File: src/rtl/tlc_pkg.sv
// Shared phase encoding for the traffic light controller and its lamp-side monitor.
// No logic of its own; constants and a helper used by both sides.
// No flow control involved.
package tlc_pkg;

    // Phase encoding shared with the controller: RED=0, YELLOW=1, GREEN=2, START=3.
    typedef enum logic [1:0] {
        RED    = 2'd0,
        YELLOW = 2'd1,
        GREEN  = 2'd2,
        START  = 2'd3
    } phase_t;

    // The only phase that may legally follow p.
    function automatic phase_t next_legal(input phase_t p);
        phase_t n;
        case (p)
            START:   n = RED;
            RED:     n = YELLOW;
            YELLOW:  n = GREEN;
            default: n = RED;
        endcase
        return n;
    endfunction

endpackage

File: src/rtl/tlc_dwell_cnt.sv
// Saturating dwell counter: load-to-1 on a phase change, otherwise increment.
// Latency: one cycle from control to cnt.
// No backpressure; saturates at all-ones instead of wrapping.
module tlc_dwell_cnt #(
    parameter int CW = 8
) (
    input  logic          clk,
    input  logic          rst_n,
    input  logic          load1,
    input  logic          inc,
    output logic [CW-1:0] cnt
);

    localparam logic [CW-1:0] CNT_MAX = '1;

    // Load has priority so the first sample of a new phase always counts as 1.
    always_ff @(posedge clk or negedge rst_n) begin
        if (!rst_n) begin
            cnt <= '0;
        end else if (load1) begin
            cnt <= CW'(1);
        end else if (inc && (cnt != CNT_MAX)) begin
            cnt <= cnt + 1'b1;
        end
    end

endmodule

File: src/rtl/tlc_monitor.sv
// Lamp-side monitor: decodes r/y/g into a phase, reports dwell per phase, counts cycles, flags faults.
// Latency: one cycle; a lamp change sampled at edge k shows on phase/dwell/dwell_vld after edge k.
// No backpressure; every sample is consumed, dwell_vld is a single-cycle pulse.
module tlc_monitor
    import tlc_pkg::*;
#(
    parameter int MIN_DWELL = 4,
    parameter int MAX_DWELL = 16,
    parameter int CW        = 8,
    parameter int NW        = 16
) (
    input  logic          clk,
    input  logic          rst_n,
    input  logic          r,
    input  logic          y,
    input  logic          g,
    input  logic          clr,
    output logic [1:0]    phase,
    output logic [CW-1:0] dwell,
    output logic          dwell_vld,
    output logic [NW-1:0] cycles,
    output logic          err_multi,
    output logic          err_seq,
    output logic          err_dwell
);

    phase_t        state_q, state_d;
    phase_t        lamp_ph;
    logic          is_dark, is_multi, is_single;
    logic          load1, inc;
    logic          report, wrap;
    logic          set_multi, set_seq, set_dwell;
    logic [CW-1:0] cnt;
    logic [31:0]   cnt_ext;

    tlc_dwell_cnt #(.CW(CW)) u_cnt (
        .clk   (clk),
        .rst_n (rst_n),
        .load1 (load1),
        .inc   (inc),
        .cnt   (cnt)
    );

    // Classify the current lamp sample; lamp_ph is meaningful only for a single lamp.
    always_comb begin
        is_dark   = !(r || y || g);
        is_multi  = (r && y) || (r && g) || (y && g);
        is_single = !is_dark && !is_multi;
        lamp_ph   = r ? RED : (y ? YELLOW : GREEN);
        cnt_ext   = 32'(cnt);
    end

    // Next phase, counter control and fault detection for this sample.
    always_comb begin
        state_d   = state_q;
        load1     = 1'b0;
        inc       = 1'b0;
        report    = 1'b0;
        wrap      = 1'b0;
        set_multi = 1'b0;
        set_seq   = 1'b0;
        set_dwell = 1'b0;
        if (is_multi) begin
            // Phase is held through a glitch; the glitch cycle counts toward dwell.
            set_multi = 1'b1;
            inc       = 1'b1;
        end else if (is_single && (lamp_ph != state_q)) begin
            state_d   = lamp_ph;
            load1     = 1'b1;
            report    = (state_q != START);
            set_dwell = report && ((cnt_ext < MIN_DWELL) || (cnt_ext > MAX_DWELL));
            set_seq   = (lamp_ph != next_legal(state_q));
            wrap      = (state_q == GREEN) && (lamp_ph == RED);
        end else if (is_dark && (state_q != START)) begin
            // Lamps went dark mid-cycle: restart tracking, no dwell is reported.
            state_d = START;
            load1   = 1'b1;
            set_seq = 1'b1;
        end else begin
            inc = 1'b1;
        end
    end

    // Phase register.
    always_ff @(posedge clk or negedge rst_n) begin
        if (!rst_n) begin
            state_q <= START;
        end else begin
            state_q <= state_d;
        end
    end

    // Reported dwell, cycle count and sticky flags; a new fault wins over clr.
    always_ff @(posedge clk or negedge rst_n) begin
        if (!rst_n) begin
            dwell     <= '0;
            dwell_vld <= 1'b0;
            cycles    <= '0;
            err_multi <= 1'b0;
            err_seq   <= 1'b0;
            err_dwell <= 1'b0;
        end else begin
            dwell_vld <= report;
            if (report) begin
                dwell <= cnt;
            end
            if (clr) begin
                cycles <= '0;
            end else if (wrap) begin
                cycles <= cycles + 1'b1;
            end
            err_multi <= (err_multi && !clr) || set_multi;
            err_seq   <= (err_seq   && !clr) || set_seq;
            err_dwell <= (err_dwell && !clr) || set_dwell;
        end
    end

    assign phase = state_q;

endmodule

File: config.mk
export PLATFORM = sky130hd
export DESIGN_NAME = tlc_monitor
export DESIGN_NICKNAME = d
export VERILOG_FILES = /design/src/rtl/tlc_pkg.sv /design/src/rtl/tlc_dwell_cnt.sv /design/src/rtl/tlc_monitor.sv
export SDC_FILE = /design/constraint.sdc
export NUM_CORES = 1
export LEC_CHECK = 0
export CAP_MARGIN = 10
export CORE_ASPECT_RATIO = 0.5
export CORE_MARGIN = 8
export CORE_UTILIZATION = 52
export CTS_CLUSTER_SIZE = 8
export DETAILED_ROUTE_END_ITERATION = 10
export PLACE_DENSITY = 0.79
export SLEW_MARGIN = 10
export SYNTH_ARGS = -nofsm -noshare
export SYNTH_HDL_FRONTEND = slang
export SYNTH_SLANG_ARGS = --single-unit
File: constraint.sdc
create_clock -name clk -period 2.2 [get_ports clk]
set_input_delay 0.33 -clock clk [delete_from_list [all_inputs] [get_ports clk]]
set_output_delay 0.33 -clock clk [all_outputs]
set_load 0.02 [all_outputs]
## Word level (Yosys, flattened, before mapping)

Index checks and enable logic that the tools add are counted.

| storage, ports and cells | value |
|---|---|
| bits in registers | 38 |
| input port bits | 6 |
| word-level logic and storage cells | 74 |
| output and inout port bits | 30 |

| operators by class | value |
|---|---|
| bitwise gates (word level) | 1 |
| magnitude comparators | 2 |
| reductions and logical operators | 29 |
| add/subtract/negate cells | 2 |
| equal/unequal tests | 6 |
| muxes and demuxes | 26 |

Operators with widths:

| operator | count |
|---|---|
| 16-bit two-way mux | 2 |
| 16-bit by 1-bit adder with 16-bit output, second input constant | 1 |
| 8-bit two-way mux | 2 |
| 1-bit two-way mux | 15 |
| 1-bit logical AND | 12 |
| 2-bit two-way mux | 6 |
| 8-bit by 1-bit adder with 8-bit output, second input constant | 1 |
| 8-bit by 5-bit > comparator with 1-bit output, second input constant | 1 |
| 1-bit logical OR | 8 |
| 8-bit by 3-bit < comparator with 1-bit output, second input constant | 1 |
| 8-bit inequality test, second input constant | 1 |
| 2-bit nonzero test | 3 |
| 2-bit zero test | 2 |
| 2-bit inequality test | 2 |
| 2-bit one-hot mux with 2 select lines | 1 |
| 1-bit zero test | 3 |
| 2-bit by 1-bit equality test with 1-bit output, second input constant | 1 |
| 2-bit equality test, second input constant | 1 |
| 2-bit inequality test, second input constant | 1 |
| 2-bit AND reduction | 1 |
| 1-bit NOT | 1 |

## Longest topological paths before layout

Gate-level depths: netlist (run 1).

| depth | value |
|---|---|
| word-level depth | 12 |
| mapped depth | 6 |
| gate-level depth less buffers | 6 |

## Modules after synthesis

A second synthesis (run 1) with hierarchy kept.

| second synthesis, totals | value |
|---|---|
| cell total of the unflattened synthesis | 198 |
| area, all modules | 1965.6 µm² |

Modules (own cells, without submodules):

| module | area an instance (µm²) | seq. area each (µm²) | cells each | times used |
|---|---|---|---|---|
| tlc_monitor | 1502.7 | 753.2 | 149 | 1 |
| tlc_dwell_cnt | 462.9 | 200.2 | 49 | 1 |

## Worst setup path before layout (run 1)

OpenSTA, ideal clock, no wires.

| timing path | value |
|---|---|
| kind | flip-flop to flip-flop |
| from | reg state_q[1] (netlist: phase[1]) |
| to | reg cycles[13] |
| library setup time | 0.125 ns |
| arrival time | 1.730 ns |
| cell stages (with the launch flop) | 5 |
| path buffers | 0 |
| data required time | 2.075 ns |
| setup slack | 0.345 ns |
| period minus slack after synthesis | 1.855 ns |
| path through | dfstp_2 -> or4b_4 -> nor3_4 -> nand4_1 -> mux2_4 |

| between the ends | value |
|---|---|
| longest elaborated chain between the ends | 5 |
| elaborated cells on any way between the ends | 7 |
| classes of those cells | 2 x eq/ne; 2 x mux; 3 x reduce/logical |

Ends and longest elaborated chain:

| what | RTL line | source |
|---|---|---|
| start, declared | tlc_monitor.sv:27 | `phase_t state_q, state_d;` |
| start signal, assigned | tlc_monitor.sv:89 | `state_q <= state_d;` |
| 2-bit equality test / 2-bit inequality test (equally long branches) | tlc_monitor.sv:73, tlc_monitor.sv:67 |  |
| 1-bit logical AND (on tied branches) | tlc_monitor.sv:73, tlc_monitor.sv:67 |  |
| 1-bit two-way mux (*) | tlc_monitor.sv:67 | `end else if (is_single && (lamp_ph != state_q)) begin` |
| 1-bit two-way mux (*) | tlc_monitor.sv:63 | `if (is_multi) begin` |
| 2-bit nonzero test (no source line) (*) | -- |  |
| end signal, assigned | tlc_monitor.sv:110 | `cycles <= cycles + 1'b1;` |
| end, declared | tlc_monitor.sv:21 | `output logic [NW-1:0] cycles,` |

Every way passes the cells marked *; elsewhere a longest branch is shown, timed or not.
A chain may end at the register's enable or synchronous reset.

## Worst setup path after layout (run 1)

| timing path | value |
|---|---|
| from | reg state_q[1] (netlist: phase[1]) |
| to | out phase[1] |

RTL lines:

| what | RTL line | source |
|---|---|---|
| end, declared | tlc_monitor.sv:18 | `output logic [1:0] phase,` |

No word-level cell between the ends.

==> results of run 1 <==
==> metal layers <==
metal / up-vias / global-route usage / share of wire
met3: 8 / 0.0375 / 0.049
met2: 33 / 0.266 / 0.49
met1: 776 / 0.166 / 0.44
met5: - / 0 / 0
li1: 786 / - / -
met4: 0 / 0.0550 / 0.017
==> where the power goes <==
group | switching, mW | leakage (nW) | internal [mW]
Sequential | 0.0705 | 0.504 | 0.776
Combinational | 0.218 | 0.516 | 0.204
Clock | 0.245 | 0.0482 | 0.253
Total | 0.533 | 1.07 | 1.23
==> state kept, by name, indices dropped and copies added, names as in the netlist <==
signal     cells
err_dwell      1
dwell          8
phase          2
u_cnt.cnt      8
dwell_vld      1
err_multi      1
cycles        16
err_seq        1
==> synthesized netlist by cell type (2+ instances only) <==
| master | instances | share of area |
|---|---|---|
| clkbuf_1 | 4 | 0.0076 |
| or3_1 | 2 | 0.0064 |
| a31oi_1 | 2 | 0.0064 |
| nor2b_1 | 2 | 0.0064 |
| o22ai_1 | 2 | 0.0064 |
| o21ai_0 | 6 | 0.015 |
| nand4_1 | 7 | 0.022 |
| dfstp_2 | 2 | 0.027 |
| nor2_1 | 29 | 0.055 |
| ha_1 | 3 | 0.019 |
| mux2i_1 | 3 | 0.015 |
| buf_2 | 2 | 0.0051 |
| a21oi_1 | 8 | 0.020 |
| mux2_1 | 3 | 0.017 |
| a211oi_1 | 3 | 0.011 |
| xor2_1 | 7 | 0.031 |
| mux2_2 | 8 | 0.046 |
| a22o_1 | 2 | 0.0089 |
| and3_1 | 2 | 0.0064 |
| nand2_1 | 16 | 0.031 |
| nor3_1 | 5 | 0.013 |
| dfrtp_1 | 36 | 0.46 |
| a32oi_1 | 2 | 0.0089 |
| inv_1 | 9 | 0.017 |
| xnor2_1 | 4 | 0.018 |
| nand3_1 | 10 | 0.025 |
==> cell type report <==
cell class | instances | area, um^2 | area share
flip-flops and latches | 38 | 953 | 0.383
multi-input cells | 144 | 936 | 0.376
repair buffers | 44 | 413 | 0.166
clock buffers | 7 | 86.3 | 0.0347
well taps | 51 | 63.8 | 0.0256
inverters | 9 | 33.8 | 0.0136
clock inverters | 1 | 5.00 | 0.00201
==> per-stage QoR <==
| stage | util | area (um^2) | instances |
|---|---|---|---|
| after floorplan | - | 1960 | 199 |
| after CTS | 0.706 | 2490 | 294 |
| after global placement | 0.680 | 2400 | 286 |
| after detailed placement | 0.680 | 2400 | 286 |
| final | 0.706 | 2490 | 294 |
| after global routing | 0.706 | 2490 | 294 |
==> how the worst max path moves through the flow <==
stage | end | cells past startpoint
after CTS | phase[1] | 2
after global routing | phase[1] | 2
after global placement | cycles[13]$_DFFE_PN0P_ | 5
final | phase[1] | 2
after detailed placement | dwell[3]$_DFFE_PN0P_ | 7
after floorplan | cycles[13]$_DFFE_PN0P_ | 4
==> kinds of logic after synthesis <==
group           share of synthesized area
xor+xnor                           0.0491
buf+inv                            0.0376
flops                               0.486
simple gates                        0.228
mux                                0.0860
compound gates                     0.0950
fa+ha+maj                          0.0191
==> worst reg2reg max path, stage by stage (launching register included) <==
cell and delay [ns]:
dfstp_2 0.53, or4b_4 0.50, nor3_4 0.23, nand4_1 0.15, mux2_4 0.31
==> flow_summary.yaml, run 1 <==
synthesis:
  avgSynthCellArea_um2: 9.86
  ys_async_sr_fraction: 1.00
  seq_area_frac_synth: 0.486
  synth-edff-count: 0
  synth_cell_types: 46
  syn_inst: 199
  synth_flop_cell: "dfrtp_1"
  synth-seq-cells: 38
  syn-num-nets: 208
  syn-cell-area_um2: 1960
  yosysWarnings: 0
cells_and_area:
  nNetsFinal: 251
  syn_to_final_growth_pct: 26.9
  diodes: 0
  drive_gt1_frac: 0.136
  layout_commonest_cell: "dfrtp_1"
  final_cell_mix: "dfrtp_1 (36), clkdlybuf4s50_1 (34), nor2_1 (29), nand2_1 (16), nand3_1 (10)"
  fill_cells: 287
timing:
  finalHoldViolCount: 0
  slew-limit-headroom: 0.453
  final_max_slew_viol_count: 0
  rsz0062_at_grt: "false"
  worst_pin_slew_ns: 0.821
  whs_ns: 0.128
  fin_crit_sh: 0.877
  setup_viol: 0
  setup_slack_ns: 0.271
  fin_crit_ns: 1.93
  finalClockSkew_ns: 0.00713
  fmax_mhz: 518
  setup_tns_ns: 0
setup_path:
  critPathArrivalTime_ns: 1.60
  crit_type: "flip-flop to primary output"
  rr_worst_depth: 4
  startpoint_type: "flip-flop"
  critPathBufInv: 2
  cp-startpoint: "phase[1]$_DFFE_PN1P_"
  rr_endpoint: "cycles[13]$_DFFE_PN0P_"
  cp_max_fo: 11
  cp-end-kind: "primary output"
  critical-path-max-stage-delay_ns: 0.62
  critPathSlowestCell: "clkdlybuf4s50_1"
  r2r-start: "phase[1]$_DFFE_PN1P_"
  ff2ff_setup_slack_ns: 0.38
  path_cells: "buf_4 -> clkdlybuf4s50_1"
  crit_required_ns: 1.87
  cp_top_family: "buffers and inverters"
clock_tree:
  post-cts-setup-buffers: 0
  cts_tree: "done"
  clock-root-buffer: "clkbuf_8"
  numCtsBuffers: 5
  clk_pin_slew_ns: 0.07
  htree_levels: 2
  post_cts_resized: 0
  cts_hold_buf: 0
  clock_sinks: 38
  clock_path_buffers: 2
  insertion_delay_ns: 0.29
pwr:
  fin_total_pwr_mw: 1.77
  ir_worst_vdd_uv: 619
  power_density_nw_per_um2: 709
  power.leakage_nw: 1.07
detailed_routing:
  first_iter_violations: 98
  viasPerCell: 5.45
  vias: 1603
  first_pass_iters: 5
  ant_nets: 0
  avgRoutedWirePerCell_um: 14.3
  drc: 0
  wl_um: 4210
grt:
  first_global_vias: 1553
  grt_first_pass_wirelength_um: 7090
  antenna_found_initial: 0
  grt_usage: 0.148
  grt_max_degree: 39
  grt.overflow.total: 0
floorplan:
  die_w_um: 103
  pin_count: 36
  die_h_um: 59.4
  start_util: 0.556
  core_um2: 3530
  fp.dieArea_um2: 6120
  rows: 15
place:
  gp_congestion: 0.780
  dpl.hpwl_um: 3030
  portBuffers: 35
  dp_slack_ns: 0.0277
status:
  status: "complete, no violations"
flow_run:
  drv_cap: 0
worst_hold_path:
  hold_class: "input pin to asynchronous set/reset pin"
Note: power is estimated with default switching activity, not from simulation.
==> run 2: changes to the inputs <==
- CORE_UTILIZATION: 52 -> 62
- DONT_BUFFER_PORTS: unset -> 1
- PLACE_DENSITY: 0.79 -> 0.78
==> flow_summary.yaml, run 2 (synthesis gave the netlist of run 1 again) <==
setup_path:
  cp-end-kind: "flip-flop"
  rr_worst_depth: 3
  crit_required_ns: 2.37
  critPathBufInv: 0
  critical-path-max-stage-delay_ns: 0.53
  crit_type: "flip-flop to flip-flop"
  critPathArrivalTime_ns: 2.08
  cp_top_family: "simple AND/OR/NAND/NOR gates"
  cp_max_fo: 4
  critPathSlowestCell: "dfstp_2"
  ff2ff_setup_slack_ns: 0.28
  startpoint_type: "flip-flop"
  cp-startpoint: "phase[1]$_DFFE_PN1P_"
  rr_endpoint: "cycles[11]$_DFFE_PN0P_"
  r2r-start: "phase[1]$_DFFE_PN1P_"
  path_cells: "or4b_4 -> nor4_1 -> mux2_1"
grt:
  grt_usage: 0.162
  grt_first_pass_wirelength_um: 6960
  grt_max_degree: 39
  first_global_vias: 1462
  antenna_found_initial: 0
  grt.overflow.total: 0
place:
  dpl.hpwl_um: 2820
  place_inst: 238
  gp_congestion: 0.782
  portBuffers: 0
  dpl-instance-area_um2: 2030
  dp_slack_ns: 0.364
detailed_routing:
  viasPerCell: 6.04
  avgRoutedWirePerCell_um: 16.1
  drc: 0
  first_iter_violations: 56
  vias: 1497
  ant_nets: 0
  wl_um: 3990
  first_pass_iters: 4
cells_and_area:
  final_core_util: 0.714
  nNetsFinal: 216
  reg.largest.list: "cycles (16), dwell (8), u_cnt.cnt (8)"
  largest_register_ffs: 16
  diodes: 0
  layout_commonest_cell: "dfrtp_1"
  post-route-cell-area_um2: 2150
  syn_to_final_growth_pct: 9.56
  final_cell_mix: "dfrtp_1 (36), nor2_1 (29), nand2_1 (16), nand3_1 (10), inv_1 (9)"
  drive_gt1_frac: 0.154
  regMostFlops: "cycles"
  fin_cells: 248
floorplan:
  core_um2: 3010
  pin_count: 36
  die_w_um: 95.6
  fp.dieArea_um2: 5330
  rows: 14
  start_util: 0.652
  die_h_um: 55.8
pwr:
  power.leakage_nw: 0.949
  ir_worst_vdd_uv: 473
  power_density_nw_per_um2: 762
  fin_total_pwr_mw: 1.64
status:
  status: "complete, no violations"
clock_tree:
  clock-root-buffer: "clkbuf_8"
  post_cts_resized: 0
  numCtsBuffers: 5
  clock_sinks: 38
  clock_path_buffers: 2
  clk_pin_slew_ns: 0.08
  htree_levels: 2
  cts_tree: "done"
  insertion_delay_ns: 0.29
worst_hold_path:
  hold_class: "input pin to flip-flop"
  whs_path_depth: 1
  whs_endpoint: "cycles[14]$_DFFE_PN0P_"
  hp-start: "clr"
timing:
  slew-limit-headroom: 0.691
  fin_crit_ns: 1.92
  setup_tns_ns: 0
  worst_pin_slew_ns: 0.457
  finalHoldViolCount: 0
  setup_slack_ns: 0.284
  finalClockSkew_ns: 0.00671
  setup_viol: 0
  fin_crit_sh: 0.871
  whs_ns: 0.0912
  final_max_slew_viol_count: 0
  fmax_mhz: 522
  rsz0062_at_grt: "false"
flow_run:
  drv_cap: 0
-- run 2: changes by cell type in the layout (fill, tap and decap cells not counted), sizes merged --
cell / before / now
clkinvlp: 0 / 1
clkdlybuf4s50: 34 / 0
dlygate4sd3: 0 / 1
buf: 10 / 8
clkbuf: 7 / 6
-- run 2: area by class of cell --
cell class                 count  area, um^2
clock buffer                   6        82.6
clock inverter                 2        12.5
fill                         242         862
inverter                       9        33.8
multi-input combinational    144         936
sequential                    38         953
tap                           40        50.0
timing repair buffer           9        82.6
-- run 2: how the worst max path moves through the flow --
stage / to / slack [ns] / cells after the start
global placement: cycles[13]$_DFFE_PN0P_ / 0.41 / 4
CTS: cycles[11]$_DFFE_PN0P_ / 0.28 / 3
floorplan: cycles[13]$_DFFE_PN0P_ / 0.34 / 4
detailed placement: cycles[11]$_DFFE_PN0P_ / 0.36 / 3
finish: cycles[11]$_DFFE_PN0P_ / 0.28 / 3
global route: cycles[11]$_DFFE_PN0P_ / 0.22 / 3
-- run 2: where the power goes --
group | leakage [nW] | total, mW | internal, mW | switching, mW
Sequential | 0.504 | 0.914 | 0.776 | 0.137
Combinational | 0.397 | 0.233 | 0.115 | 0.118
Clock | 0.0472 | 0.492 | 0.252 | 0.240
-- run 2: routing by layer --
metal	global-route usage	wire, um	part of all wire
met2	0.268	2010	0.50
met5	0	0	0
met4	0.0456	36	0.0090
met3	0.0606	254	0.064
met1	0.191	1690	0.42
-- run 2: timing repair --
item / in CTS / in global routing
setup buffers: 0 / 0
hold buffers: 2 / 0
endpoints found under the hold margin: 38 / 0
==> run 3: changes to the inputs <==
- CORE_UTILIZATION: 62 -> 52
- DONT_BUFFER_PORTS: 1 -> unset
- PLACE_DENSITY: 0.78 -> 0.79
==> results of run 3 <==
The final DEF is identical to that of run 1; final timing and power are the same.
